===== config.mk =====
export PLATFORM = sky130hd
export DESIGN_NAME = key_cmd
export DESIGN_NICKNAME = d
export VERILOG_FILES = /design/src/rtl/key_cmd_pkg.sv /design/src/rtl/key_cmd_deb.sv /design/src/rtl/key_cmd.sv
export SDC_FILE = /design/constraint.sdc
export NUM_CORES = 1
export LEC_CHECK = 0
export ABC_AREA = 1
export CORE_AREA = 2 2 54 94
export CTS_CLUSTER_DIAMETER = 200
export CTS_CLUSTER_SIZE = 25
export DETAILED_ROUTE_END_ITERATION = 10
export DIE_AREA = 0 0 56 96
export PLACE_DENSITY = 0.81
export RECOVER_POWER = 25
export SLEW_MARGIN = 5
export SYNTH_ARGS = -nofsm -noshare
export SYNTH_HDL_FRONTEND = slang
export SYNTH_SLANG_ARGS = --single-unit

===== constraint.sdc =====
create_clock -name CLK -period 1.45 [get_ports CLK]
set_input_delay 0.29 -clock CLK [delete_from_list [all_inputs] [get_ports CLK]]
set_output_delay 0.29 -clock CLK [all_outputs]
set_load 0.02 [all_outputs]

===== src/rtl/key_cmd_pkg.sv =====
// Shared types and default timing for the front-panel key decoder.
package key_cmd_pkg;

   typedef enum logic [2:0] {
      IDLE,
      HOLD_UP,
      REP_UP,
      HOLD_DN,
      REP_DN,
      LOCK
   } state_t;

   localparam int unsigned TICK_DIV_DEF   = 50000;
   localparam int unsigned DEB_TICKS_DEF  = 10;
   localparam int unsigned HOLD_TICKS_DEF = 500;
   localparam int unsigned REP_TICKS_DEF  = 100;

   function automatic int unsigned max2(input int unsigned a, input int unsigned b);
      return (a > b) ? a : b;
   endfunction

endpackage


===== src/rtl/key_cmd_deb.sv =====
// One key: two-flop synchronizer followed by a tick-sampled debounce counter.
module key_deb
   import key_cmd_pkg::*;
#(
   parameter int unsigned DEB_TICKS = DEB_TICKS_DEF
) (
   input  logic CLK,
   input  logic RSTX,
   input  logic i_tick,
   input  logic i_raw,
   output logic o_stable
);

   localparam int unsigned CW = $clog2(DEB_TICKS + 1);
   localparam logic [CW-1:0] CNT_LAST = CW'(DEB_TICKS - 1);
   localparam logic [CW-1:0] CNT_ONE  = CW'(1);

   logic [1:0]    r_sync;
   logic [CW-1:0] r_cnt;
   logic          r_stable;

   always_ff @(posedge CLK or negedge RSTX) begin
      if (!RSTX) begin
         r_sync   <= '0;
         r_cnt    <= '0;
         r_stable <= 1'b0;
      end else begin
         r_sync <= {r_sync[0], i_raw};
         if (i_tick) begin
            if (r_sync[1] != r_stable) begin
               // The tick that completes the run flips the level and restarts the count.
               if (r_cnt == CNT_LAST) begin
                  r_stable <= ~r_stable;
                  r_cnt    <= '0;
               end else begin
                  r_cnt <= r_cnt + CNT_ONE;
               end
            end else begin
               r_cnt <= '0;
            end
         end
      end
   end

   assign o_stable = r_stable;

endmodule


===== src/rtl/key_cmd.sv =====
// UP/DN key decoder: single-step pulse on press, decade-step auto-repeat on hold.
module key_cmd
   import key_cmd_pkg::*;
#(
   parameter int unsigned TICK_DIV   = TICK_DIV_DEF,
   parameter int unsigned DEB_TICKS  = DEB_TICKS_DEF,
   parameter int unsigned HOLD_TICKS = HOLD_TICKS_DEF,
   parameter int unsigned REP_TICKS  = REP_TICKS_DEF
) (
   input  logic       RSTX,
   input  logic       CLK,
   input  logic       KEY_UP,
   input  logic       KEY_DN,
   output logic       ADD1,
   output logic       ADD10,
   output logic       SUB1,
   output logic       SUB10,
   output logic [1:0] KEYS
);

   localparam int unsigned PW   = $clog2(TICK_DIV);
   localparam int unsigned TMAX = max2(max2(HOLD_TICKS, REP_TICKS), 2);
   localparam int unsigned TW   = $clog2(TMAX);

   localparam logic [PW-1:0] PRE_LAST  = PW'(TICK_DIV - 1);
   localparam logic [PW-1:0] PRE_ONE   = PW'(1);
   localparam logic [TW-1:0] HOLD_LAST = TW'(HOLD_TICKS - 1);
   localparam logic [TW-1:0] REP_LAST  = TW'(REP_TICKS - 1);
   localparam logic [TW-1:0] TMR_ONE   = TW'(1);

   logic [PW-1:0] r_pre;
   logic          w_tick;
   logic          w_up;
   logic          w_dn;
   logic [TW-1:0] w_limit;
   logic          w_fire;

   state_t        r_state;
   logic [TW-1:0] r_timer;
   logic          r_add1;
   logic          r_add10;
   logic          r_sub1;
   logic          r_sub10;

   always_ff @(posedge CLK or negedge RSTX) begin
      if (!RSTX) begin
         r_pre <= '0;
      end else if (r_pre == PRE_LAST) begin
         r_pre <= '0;
      end else begin
         r_pre <= r_pre + PRE_ONE;
      end
   end

   assign w_tick = (r_pre == PRE_LAST);

   key_deb #(.DEB_TICKS(DEB_TICKS)) u_deb_up (
      .CLK      (CLK),
      .RSTX     (RSTX),
      .i_tick   (w_tick),
      .i_raw    (KEY_UP),
      .o_stable (w_up)
   );

   key_deb #(.DEB_TICKS(DEB_TICKS)) u_deb_dn (
      .CLK      (CLK),
      .RSTX     (RSTX),
      .i_tick   (w_tick),
      .i_raw    (KEY_DN),
      .o_stable (w_dn)
   );

   // Hold and repeat states share one timer; only the terminal count differs.
   assign w_limit = (r_state == HOLD_UP || r_state == HOLD_DN) ? HOLD_LAST : REP_LAST;
   assign w_fire  = w_tick && (r_timer == w_limit);

   always_ff @(posedge CLK or negedge RSTX) begin
      if (!RSTX) begin
         r_state <= IDLE;
         r_timer <= '0;
         r_add1  <= 1'b0;
         r_add10 <= 1'b0;
         r_sub1  <= 1'b0;
         r_sub10 <= 1'b0;
      end else begin
         r_add1  <= 1'b0;
         r_add10 <= 1'b0;
         r_sub1  <= 1'b0;
         r_sub10 <= 1'b0;
         unique case (r_state)
            IDLE: begin
               r_timer <= '0;
               if (w_up && w_dn) begin
                  r_state <= LOCK;
               end else if (w_up) begin
                  r_add1  <= 1'b1;
                  r_state <= HOLD_UP;
               end else if (w_dn) begin
                  r_sub1  <= 1'b1;
                  r_state <= HOLD_DN;
               end
            end
            HOLD_UP, REP_UP: begin
               if (!w_up) begin
                  r_state <= IDLE;
                  r_timer <= '0;
               end else if (w_dn) begin
                  r_state <= LOCK;
                  r_timer <= '0;
               end else if (w_fire) begin
                  r_add10 <= 1'b1;
                  r_state <= REP_UP;
                  r_timer <= '0;
               end else if (w_tick) begin
                  r_timer <= r_timer + TMR_ONE;
               end
            end
            HOLD_DN, REP_DN: begin
               if (!w_dn) begin
                  r_state <= IDLE;
                  r_timer <= '0;
               end else if (w_up) begin
                  r_state <= LOCK;
                  r_timer <= '0;
               end else if (w_fire) begin
                  r_sub10 <= 1'b1;
                  r_state <= REP_DN;
                  r_timer <= '0;
               end else if (w_tick) begin
                  r_timer <= r_timer + TMR_ONE;
               end
            end
            LOCK: begin
               r_timer <= '0;
               if (!w_up && !w_dn) begin
                  r_state <= IDLE;
               end
            end
            default: begin
               r_state <= IDLE;
               r_timer <= '0;
            end
         endcase
      end
   end

   assign ADD1  = r_add1;
   assign ADD10 = r_add10;
   assign SUB1  = r_sub1;
   assign SUB10 = r_sub10;
   assign KEYS  = {w_dn, w_up};

endmodule

## Word level (Yosys, flattened, before mapping)

Index checks and enable logic that the tools add are counted.
Widths: inputs -> output; s select.

| operators by class | value |
|---|---|
| shift operators | 0 |
| equality and inequality tests | 15 |
| $lt $le $gt $ge | 0 |
| bitwise gates (word level) | 2 |
| reduce and logical (&&, ||, !) cells | 12 |
| div/mod/pow operators | 0 |
| multiplexer cells | 38 |
| $mul | 0 |
| $add $sub $neg | 4 |

Operators by type and width:

| operator | number |
|---|---|
| $mux 9 | 7 |
| $mux 3 | 10 |
| $pmux 9 s2 | 1 |
| $add 16x1->16 const B | 1 |
| $eq 16x16->1 const B | 1 |
| $mux 16 | 1 |
| $mux 4 | 4 |
| $mux 1 | 14 |
| $pmux 3 s4 | 1 |
| $add 9x1->9 const B | 1 |
| $eq 9x9->1 | 1 |
| $add 4x1->4 const B | 2 |
| $eq 4x4->1 const B | 2 |
| $eq 3x2->1 const B | 2 |
| $eq 3x3->1 const B | 2 |
| $reduce_and 3->1 | 2 |
| $ne 4x2->1 const B | 1 |
| $ne 4x3->1 const B | 1 |
| $ne 4x4->1 const B | 1 |
| $reduce_and 4->1 | 1 |
| $reduce_or 2->1 | 2 |
| $eq 3x1->1 const B | 1 |
| $logic_and 1x1->1 | 3 |
| $logic_not 3->1 | 1 |
| other kinds (5) | 8 |

| storage, ports and cells | value |
|---|---|
| word-level logic and storage cells | 84 |
| bits in read-only memories | 0 |
| output and inout port bits | 6 |
| bits in writable memories | 0 |
| bits of input ports | 4 |
| memories kept | 0 |
| bits in latches | 0 |
| register bits after elaboration | 46 |

## Longest topological paths before layout

Gate-level depths: netlist (run 1).

| logic depth | value |
|---|---|
| depth in word-level cells | 9 |
| depth in mapped cells | 11 |

## Cells and area by module

A second synthesis (run 1) with hierarchy kept.

| unflattened totals | value |
|---|---|
| cell total of the unflattened synthesis | 313 |
| area, all modules | 2501.1 µm² |

Modules (own cells, without submodules):

| module | instances | area an instance (µm²) | cells each |
|---|---|---|---|
| key_cmd | 1 | 1795.5 | 221 |
| key_deb | 2 | 352.8 | 46 |

## Worst setup path before layout (run 1)

Ideal clock, no wire load.

| timing | value |
|---|---|
| kind | register to register |
| from | register r_pre[0] |
| to | register r_state[1] |
| buffers on the path | 1 |
| period minus slack after synthesis | 1.445 ns |
| path slack | 0.005 ns |
| required time | 1.384 ns |
| arrival time | 1.379 ns |
| stages on the path, launching flop included | 9 |
| cell sequence | dfrtp_1 > ha_1 > nand3_1 > nor2_2 > nand2_4 > o21ai_2 > buf_6 > nand3_1 > nand2_1 |

| between the ends | value |
|---|---|
| longest elaborated chain between the ends | 4 |
| elaborated cells between the ends (all ways) | 5 |
| classes of those cells | eq/ne (3); reduce/logical (2) |

RTL lines:

| element | RTL line | text |
|---|---|---|
| from (decl) | key_cmd.sv:31 | `logic [PW-1:0] r_pre;` |
| from (signal assigned) | key_cmd.sv:51 | `r_pre <= r_pre + PRE_ONE;` |
| $eq 16x16->1 * | key_cmd.sv:55 | `assign w_tick = (r_pre == PRE_LAST);` |
| $logic_and 1x1->1 * | key_cmd.sv:75 | `assign w_fire = w_tick && (r_timer == w_limit);` |
| $ne 4x3->1 (no line) / $ne 4x4->1 (equally long branches) | -- |  |
| $reduce_and 4->1 (no line) * | -- |  |
| to (signal assigned) | key_cmd.sv:79 | `r_state <= IDLE;` |
| to (signal assigned) | key_cmd.sv:94 | `r_state <= LOCK;` |
| to (signal assigned) | key_cmd.sv:97 | `r_state <= HOLD_UP;` |
| to (decl) | key_cmd.sv:38 | `state_t r_state;` |

Mark *: on every way between the ends. The rest lies on a longest branch, timed or not.
A chain may end at the register's enable or synchronous reset.

## Worst setup path in the final report (run 1)

| timing | value |
|---|---|
| from | register r_pre[1] |
| to | register r_state[1] |

The elaborated chain is that of the path after synthesis.

==> impl_metrics.toml, run 1 <==
[sta]
fin_crit_sh_pct = 105
max_slew_margin_pct = 57.5
maxSlewViolCount = 0
hold_violations = 0
period_needed_ns = 1.52
fin_ws_ns = -0.0739
skew_ns = 0.0109
setup_viol = 20
max_freq_ghz = 0.656
tightest_slew_ns = 0.637
rsz0062_at_grt = "yes"

[clock_network]
clkLatencyLatePin_ns = 0.30
cts_tree = "yes"
clock-sinks = 46
clockRootBuffer = "clkbuf_8"
cts-buffers-inserted = 5
h-tree-depth = 2
clk_pin_slew_ns = 0.09
cts_buffer_depth = 2

[worst_setup_path]
crit_chain = "ha_4, nand3_4, nor2_4, nand2_4, o21ai_4, buf_6, nand3_2, nand2_1"
crit_path_top_delay_cell = "dfrtp_1"
path_delay_family = "simple AND/OR/NAND/NOR gates"
crit_fanout = 6
cpPeakStageDelay_ns = 0.41
worstSetupPathType = "reg2reg"
worst-path-buf-inv = 1
crit_arrival_ns = 1.77
setup.worst_path.start = "r_pre[1]"
end_kind = "register"
reg2reg_from = "r_pre[1]"
cp.required_ns = 1.69
startpoint_type = "register"

[floorplanning]
core_um2 = 4620
dieArea_um2 = 5380
ios = 10
die_w_um = 56
rows = 33
initial_core_util_pct = 51.8
dieHeight_um = 96

[route]
dr.pass1.iters = 4
ant_nets = 0
drc = 0
wl_mm = 5.58
vias_per_cell = 5.34
drt_iter0_markers = 55
post_drt_wl_per_cell_um = 13.8
vias = 2162

[global_route]
top_usage_layer = "met2"
grt_use_met2_pct = 38.4
antenna_found_initial = 0
grt_pass1_vias = 2180
use_met1_pct = 21.8
overflow = 0
grt_pass1_wl_mm = 8.89
grt_use_met3_pct = 3.76
grt_max_degree = 47
grt_usage_pct = 20.8

[power]
vdd_drop_max_uv = 646
power_density_nw_per_um2 = 734
p_leak_nw = 1.50
total_power_mw = 2.29

[placed_design]
io_buffers = 9
place_inst = 386
hpwl_mm = 3.52
gp_congestion = 0.849

[synth]
ys_ff_latch = 46
synth-seq-area-share_pct = 48.1
synthArstFlopShare_pct = 100
synth.largest_area_cell = "dfrtp_1"
synth_cell_types = 30
ys_warn_count = 0
synth.area.top_cells = "dfrtp_1 (48%), nand2_1 (9.4%), nor2_1 (7.5%)"
syn_area_per_cell_um2 = 7.98
yosysTopAreaCellShare_pct = 48.1
synth_ff_type = "dfrtp_1"
synth_nets = 310
synth_edf_count = 0
synth_cells = 300
syn_area_um2 = 2390

[layout]
num_antenna_cells = 0
fillers = 341
multi_input_area_um2 = 1200
fin_nets = 362
seqCellArea_um2 = 1150
syn_to_final_growth_pct = 30.0
layout-drive-gt1-share_pct = 27.8
layoutNonFillerInstCount = 405

[min_path]
min_from = "u_deb_up.r_sync[0]"
hold_class = "reg2reg"

[status]
violations = "setup timing"
status = "complete, but fails checks"

[flow_run]
cap_violations = 0
-- cells in the mapped netlist (2+ instances only) --
| cell type | count |
|---|---|
| mux2i_1 | 2 |
| o21ai_0 | 13 |
| inv_1 | 41 |
| nand3_1 | 19 |
| o22ai_1 | 2 |
| nand4_1 | 3 |
| or2_2 | 2 |
| nand2_1 | 60 |
| ha_1 | 6 |
| nand2_2 | 2 |
| xnor2_1 | 6 |
| buf_2 | 2 |
| nor3_1 | 12 |
| dfrtp_1 | 46 |
| buf_4 | 3 |
| xor2_1 | 7 |
| inv_2 | 3 |
| nor3b_1 | 3 |
| nor2_1 | 48 |
| a21oi_1 | 10 |
-- placed cells by master, fill, tap and decap left out, drive strengths merged, types with 3 or more instances in the layout --
cell type / count
nor2: 50
ha: 6
inv: 44
dfrtp: 46
nor3b: 3
nor3: 12
buf: 41
clkbuf: 7
a21oi: 10
nand4: 3
dlygate4sd2: 6
xnor2: 6
o21ai: 14
xor2: 7
nand3: 19
dlygate4sd3: 3
nand2: 64
-- power breakdown --
group,switching (mW),internal (mW)
Clock,0.441,0.515
Combinational,0.0299,0.0104
Sequential,0.00299,1.29
-- path summary, 6_finish.rpt --
path / end / depth (start not counted) / slack, ns
worst min-delay path: u_deb_up.r_sync[1] / 0 / 0.36
min in group asynchronous: ADD10 / 3 / 0.65
max in group asynchronous: r_state[0] / 3 / 0.35
worst min register to register: u_deb_up.r_sync[1] / 0 / 0.36
worst max-delay path: r_state[1] / 8 / -0.07
worst max register to register: r_state[1] / 8 / -0.07
-- flip-flops by register name, summed over array words and instances (netlist names) --
signal / flops
u_deb_dn.r_sync: 2
SUB10: 1
r_timer: 9
ADD10: 1
r_state: 3
u_deb_up.r_sync: 2
r_pre: 16
u_deb_dn.o_stable: 1
ADD1: 1
u_deb_up.o_stable: 1
SUB1: 1
u_deb_dn.r_cnt: 4
u_deb_up.r_cnt: 4
-- through the flow --
| stage | utilization, % | hold WS (ns) | TNS [ns] | instance area, µm² | setup slack [ns] |
|---|---|---|---|---|---|
| after floorplan | - | -0.00559 | 0 | 2390 | 0.00501 |
| after global placement | 59.4 | 0.290 | -0.286 | 2750 | -0.0650 |
| after detailed placement | 59.4 | 0.291 | -2.39 | 2750 | -0.166 |
| after CTS | 63.8 | 0.361 | 0 | 2950 | 0.00278 |
| after global routing | 67.3 | 0.365 | -3.38 | 3110 | -0.148 |
| final | 67.3 | 0.357 | -0.708 | 3110 | -0.0739 |
-- cell type report --
cell class                      count  share of cell area, %
Clock inverter                      2                   1.21
Sequential cell                    46                   37.0
Multi-Input combinational cell    204                   38.6
Inverter                           44                   5.46
Timing Repair Buffer               51                   13.3
Clock buffer                        6                   2.33
Tap cell                           52                   2.09
-- kinds of logic (layout without fill, tap and decap cells) --
logic type                 count (synthesis)  count (layout)  synth area share (%)
buffers and inverters                     51             103                  8.93
and+or+nand+nor                          153             154                  27.6
DFF                                       46              46                  48.1
adders and majority gates                  6               6                  3.13
AOI/OAI and AO/OA                         29              29                  6.64
xor gates and xnor gates                  13              13                  4.75
muxes                                      2               2                 0.836
-- repair_timing --
item	in CTS	in global routing
hold buffers	1	0
setup endpoints to repair	40	33
pin swaps	6	8
hold endpoints to repair	46	0
buffers inserted	4	5
resized for setup	22	41
cloned	1	0
-- routing by layer --
metal,vias to the layer above,wire length (µm)
li1,1038,-
met1,1045,2060
met2,57,3160
met3,22,146
met4,0,203
met5,-,0
Note: power is estimated with default switching activity, not from simulation.
==> run 2, diff against run 1 <==
--- a/config.mk
+++ b/config.mk
@@ -6,11 +6,12 @@
 export NUM_CORES = 1
 export LEC_CHECK = 0
 export ABC_AREA = 1
-export CORE_AREA = 2 2 54 94
+export CAP_MARGIN = 20
+export CORE_AREA = 3 3 55 95
 export CTS_CLUSTER_DIAMETER = 200
 export CTS_CLUSTER_SIZE = 25
 export DETAILED_ROUTE_END_ITERATION = 10
-export DIE_AREA = 0 0 56 96
+export DIE_AREA = 0 0 58 98
 export PLACE_DENSITY = 0.81
 export RECOVER_POWER = 25
 export SLEW_MARGIN = 5
==> impl_metrics.toml, run 2 (synthesis gave the netlist of run 1 again) <==
[status]
status = "complete, but fails checks"
violations = "setup timing"

[layout]
layout_commonest_cell = "nand2_1"
layoutNonFillerInstCount = 402
num_antenna_cells = 0
fin_nets = 360
fin_util_pct = 70.3
syn_to_final_growth_pct = 31.6
largest_reg_flops = 16
layout-drive-gt1-share_pct = 28.8
fillers = 317
largest_register = "r_pre"
mostFrequentLayoutCells = "nand2_1 (49), dfrtp_1 (45), nor2_1 (39)"
reg.largest.list = "r_pre: 16 flops, r_timer: 9 flops"

[clock_network]
cts-buffers-inserted = 5
cts_tree = "yes"
clkLatencyLatePin_ns = 0.31
clockRootBuffer = "clkbuf_8"
cts_buffer_depth = 2
clk_pin_slew_ns = 0.09
h-tree-depth = 2
clock-sinks = 46

[floorplanning]
initial_core_util_pct = 53.4
core_um2 = 4480
dieArea_um2 = 5680
die_w_um = 58
rows = 32
dieHeight_um = 98
ios = 10

[route]
drt_iter0_markers = 38
wl_met1_mm = 2.00
met2_length_mm = 3.02
post_drt_wl_per_cell_um = 13.3
ant_nets = 0
highest_layer = "met4"
dr.pass1.iters = 4
wl_mm = 5.35
vias_per_cell = 5.19
wl_met3_um = 139
drc = 0
vias = 2086

[sta]
whs_ns = 0.350
setup_viol = 14
fin_ws_ns = -0.0274
max_freq_ghz = 0.677
skew_ns = 0.0121
fin_crit_sh_pct = 102
hold_violations = 0
tightest_slew_ns = 0.622
maxSlewViolCount = 0
rsz0062_at_grt = "yes"
period_needed_ns = 1.48
max_slew_margin_pct = 58.5

[power]
power_density_nw_per_um2 = 671
vdd_drop_max_uv = 679
p_leak_nw = 1.53

[worst_setup_path]
crit_chain = "ha_4, nand3_4, nor2_4, nand2_8, o21ai_4, buf_6, nor2_1"
reg2reg_to = "r_timer[6]"
end_kind = "register"
reg2reg_from = "r_pre[1]"
reg2reg_depth = 7
crit_fanout = 9
cp.required_ns = 1.64
startpoint_type = "register"
crit_path_top_delay_cell = "dfrtp_1"
worstSetupPathType = "reg2reg"
r2r_slack_ns = -0.03
cpPeakStageDelay_ns = 0.41
crit_arrival_ns = 1.66

[placed_design]
io_buffers = 9
hpwl_mm = 3.45
gp_congestion = 0.910
place_inst = 389

[global_route]
antenna_found_initial = 0
overflow = 0
grt_usage_pct = 19.5
grt_pass1_vias = 2144
grt_max_degree = 47
grt_pass1_wl_mm = 8.69

[min_path]
hold_path_end = "u_deb_up.r_sync[1]"
hold_class = "reg2reg"
hold_path_depth = 0
min_from = "u_deb_up.r_sync[0]"

[flow_run]
cap_violations = 0
==> run 2: worst max-delay path by stage <==
stage                  start                 to  depth (start not counted)
floorplan           r_pre[0]         r_state[1]                          8
global placement    r_pre[0]          r_pre[10]                          9
detailed placement  r_pre[0]  u_deb_up.r_cnt[2]                          9
CTS                 r_pre[0]         r_timer[7]                          7
global route        r_pre[1]           r_pre[6]                          8
finish              r_pre[1]         r_timer[6]                          7
==> run 2: critical path, delay by kind of cell, from the launching register on <==
family	cells	cell delay (ns)
simple gates	4	0.41
flops	1	0.41
compound gates	1	0.19
fa+ha+maj	1	0.17
buf+inv	1	0.17
==> run 2: per-stage QoR <==
stage               setup slack, ns  total power [mW]  TNS, ns  cell area, µm²
detailed placement           -0.113              1.36   -0.783            2780
CTS                         -0.0243              2.14  -0.0919            2920
floorplan                   0.00501              1.32        0            2390
global placement            -0.0401              1.36   -0.145            2780
global route                 -0.126              2.19    -2.23            3150
finish                      -0.0274              2.11   -0.191            3150
==> run 2: timing repair <==
action | CTS | global route
gates resized for setup | 23 | 57
buffers inserted | 0 | 4
hold buffers | 1 | 0
endpoints found under the setup margin | 33 | 37
pin swaps | 4 | 14
hold endpoints to repair | 46 | 0
==> run 2: layout make-up <==
type                            instances  area (µm²)  area share [%]
Clock buffer                            6        72.6            2.30
Clock inverter                          2        13.8           0.437
Inverter                               44         178            5.64
Multi-Input combinational cell        203        1250            39.8
Sequential cell                        46        1150            36.6
Tap cell                               51        63.8            2.02
Timing Repair Buffer                   50         418            13.3
==> run 2: metal layers <==
metal / vias to the layer above / global-route usage [%]
met2: 38 / 35.5
met5: - / 0
met1: 1001 / 20.1
li1: 1029 / -
met4: 0 / 9.64
met3: 18 / 4.37
==> run 2: report_power, final <==
part	leakage, nW	internal (mW)	switching [mW]
Sequential	0.618	1.29	0.00349
Clock	0.0452	0.341	0.442
Combinational	0.866	0.0104	0.0301
Total	1.53	1.64	0.476
==> run 3, diff against run 2 <==
--- a/config.mk
+++ b/config.mk
@@ -7,12 +7,12 @@
 export LEC_CHECK = 0
 export ABC_AREA = 1
 export CAP_MARGIN = 20
-export CORE_AREA = 3 3 55 95
+export CORE_AREA = 3 3 66 114
 export CTS_CLUSTER_DIAMETER = 200
 export CTS_CLUSTER_SIZE = 25
 export DETAILED_ROUTE_END_ITERATION = 10
-export DIE_AREA = 0 0 58 98
-export PLACE_DENSITY = 0.81
+export DIE_AREA = 0 0 69 117
+export PLACE_DENSITY = 0.62
 export RECOVER_POWER = 25
 export SLEW_MARGIN = 5
 export SYNTH_ARGS = -nofsm -noshare
==> impl_metrics.toml, run 3 (synthesis gave the netlist of run 1 again) <==
[sta]
fin_crit_sh_pct = 101
maxSlewViolCount = 0
setup_viol = 6
rsz0062_at_grt = "yes"
whs_ns = 0.349
fin_ws_ns = -0.0208
hold_violations = 0
max_slew_margin_pct = 42.2
tightest_slew_ns = 0.866
max_freq_ghz = 0.680
tns_ns = -0.0817
skew_ns = 0.00290
period_needed_ns = 1.47

[route]
wl_met1_mm = 1.95
wl_mm = 5.06
drc = 0
ant_nets = 0
post_drt_wl_per_cell_um = 11.5
highest_layer = "met4"
vias_per_cell = 4.74
wl_met3_um = 96
dr.pass1.iters = 4
drt_iter0_markers = 93
vias = 2089
met2_length_mm = 2.86

[clock_network]
cts_tree = "yes"
cts-buffers-inserted = 5
cts_buffer_depth = 2
clkLatencyLatePin_ns = 0.29
h-tree-depth = 2
clockRootBuffer = "clkbuf_16"
clock-sinks = 46
clk_pin_slew_ns = 0.06

[worst_setup_path]
cp.required_ns = 1.63
startpoint_type = "register"
worstSetupPathType = "reg2reg"
worst-path-buf-inv = 0
end_kind = "register"
cp_common_cell = "nand2_1"
path_delay_family = "simple AND/OR/NAND/NOR gates"
crit_path_top_delay_cell = "dfrtp_1"
crit_fanout = 5
crit_arrival_ns = 1.65
crit_chain = "ha_2, nand3_4, nor2_4, nand2_4, o21ai_4, nand2_1, nand2_1, nand2_1"
cpPeakStageDelay_ns = 0.36

[layout]
syn_to_final_growth_pct = 34.8
design_area_um2 = 3230
fin_util_pct = 48.6
layout_commonest_cell = "nand2_1"
mostFrequentLayoutCells = "nand2_1 (58), dfrtp_1 (44), buf_4 (41)"
largest_register = "r_pre"
layout-drive-gt1-share_pct = 27.0
largest_reg_flops = 16
num_antenna_cells = 0
fin_nets = 368
reg.largest.list = "r_pre: 16 flops, r_timer: 9 flops"

[global_route]
grt_pass1_wl_mm = 8.96
grt_usage_pct = 13.6
antenna_found_initial = 0
overflow = 0
grt_max_degree = 33
grt_pass1_vias = 2169

[status]
violations = "setup timing"
status = "complete, but fails checks"

[power]
p_sw_mw = 0.518
pwr-share-seq_pct = 52.5
p_comb_share_pct = 1.8
internal_power_mw = 1.94
total_power_mw = 2.46
vdd_drop_max_uv = 601
power_density_nw_per_um2 = 762
p_leak_nw = 1.55
pwr-share-clk_pct = 45.6
power.share.switching_pct = 21.0

[min_path]
hold_class = "reg2reg"

[placed_design]
gp_congestion = 0.807
place_area_um2 = 2850
io_buffers = 9
hpwl_mm = 3.56

[floorplanning]
initial_core_util_pct = 36.1
core_um2 = 6640
rows = 39
die_w_um = 69
dieArea_um2 = 8070
ios = 10
dieHeight_um = 117

[flow_run]
cap_violations = 0
[run 3: per-stage QoR]
step,setup slack [ns],cells
floorplan,0.00501,300
global placement,-0.110,424
detailed placement,-0.143,424
CTS,-0.0101,437
global route,-0.103,441
finish,-0.0208,441
[run 3: area by class of cell]
| class | count | area, µm² |
|---|---|---|
| Clock buffer | 6 | 129 |
| Inverter | 44 | 173 |
| Tap cell | 82 | 103 |
| Fill cell | 664 | 3410 |
| Multi-Input combinational cell | 204 | 1190 |
| Sequential cell | 46 | 1150 |
| Clock inverter | 2 | 13.8 |
| Timing Repair Buffer | 57 | 470 |
[run 3: worst paths after layout]
kind | from | endpoint | slack, ns | cells past startpoint
min in group asynchronous | RSTX | u_deb_dn.r_cnt[0] | 0.63 | 2
worst min register to register | u_deb_up.r_sync[0] | u_deb_up.r_sync[1] | 0.35 | 0
max in group asynchronous | RSTX | r_pre[4] | 0.15 | 3
worst min-delay path | u_deb_up.r_sync[0] | u_deb_up.r_sync[1] | 0.35 | 0
worst max-delay path | r_pre[1] | r_state[2] | -0.02 | 8
worst max register to register | r_pre[1] | r_state[2] | -0.02 | 8
[run 3: power by group through the flow]
stage          Combinational (mW)  Clock, mW  Sequential, mW
2_1_floorplan             0.00476          0            1.32
3_3_place_gp               0.0455          0            1.32
3_5_place_dp               0.0465          0            1.32
4_1_cts                    0.0485       1.17            1.29
5_1_grt                    0.0516       1.21            1.29
6_report                   0.0444       1.12            1.29
[run 3: repair_timing]
item                                    CTS  global route
gates cloned                              1             0
hold endpoints to repair                 14             0
pin swaps                                 7            11
buffers inserted                          3             4
gates resized for setup                  23            35
endpoints found under the setup margin   35            35
hold buffers                              1             0
[run 3: per-layer routing]
layer / vias to the layer above / GRT usage, %
li1: 1054 / -
met1: 1002 / 13.8
met2: 22 / 26.4
met3: 11 / 2.31
met4: 0 / 6.91
met5: - / 0
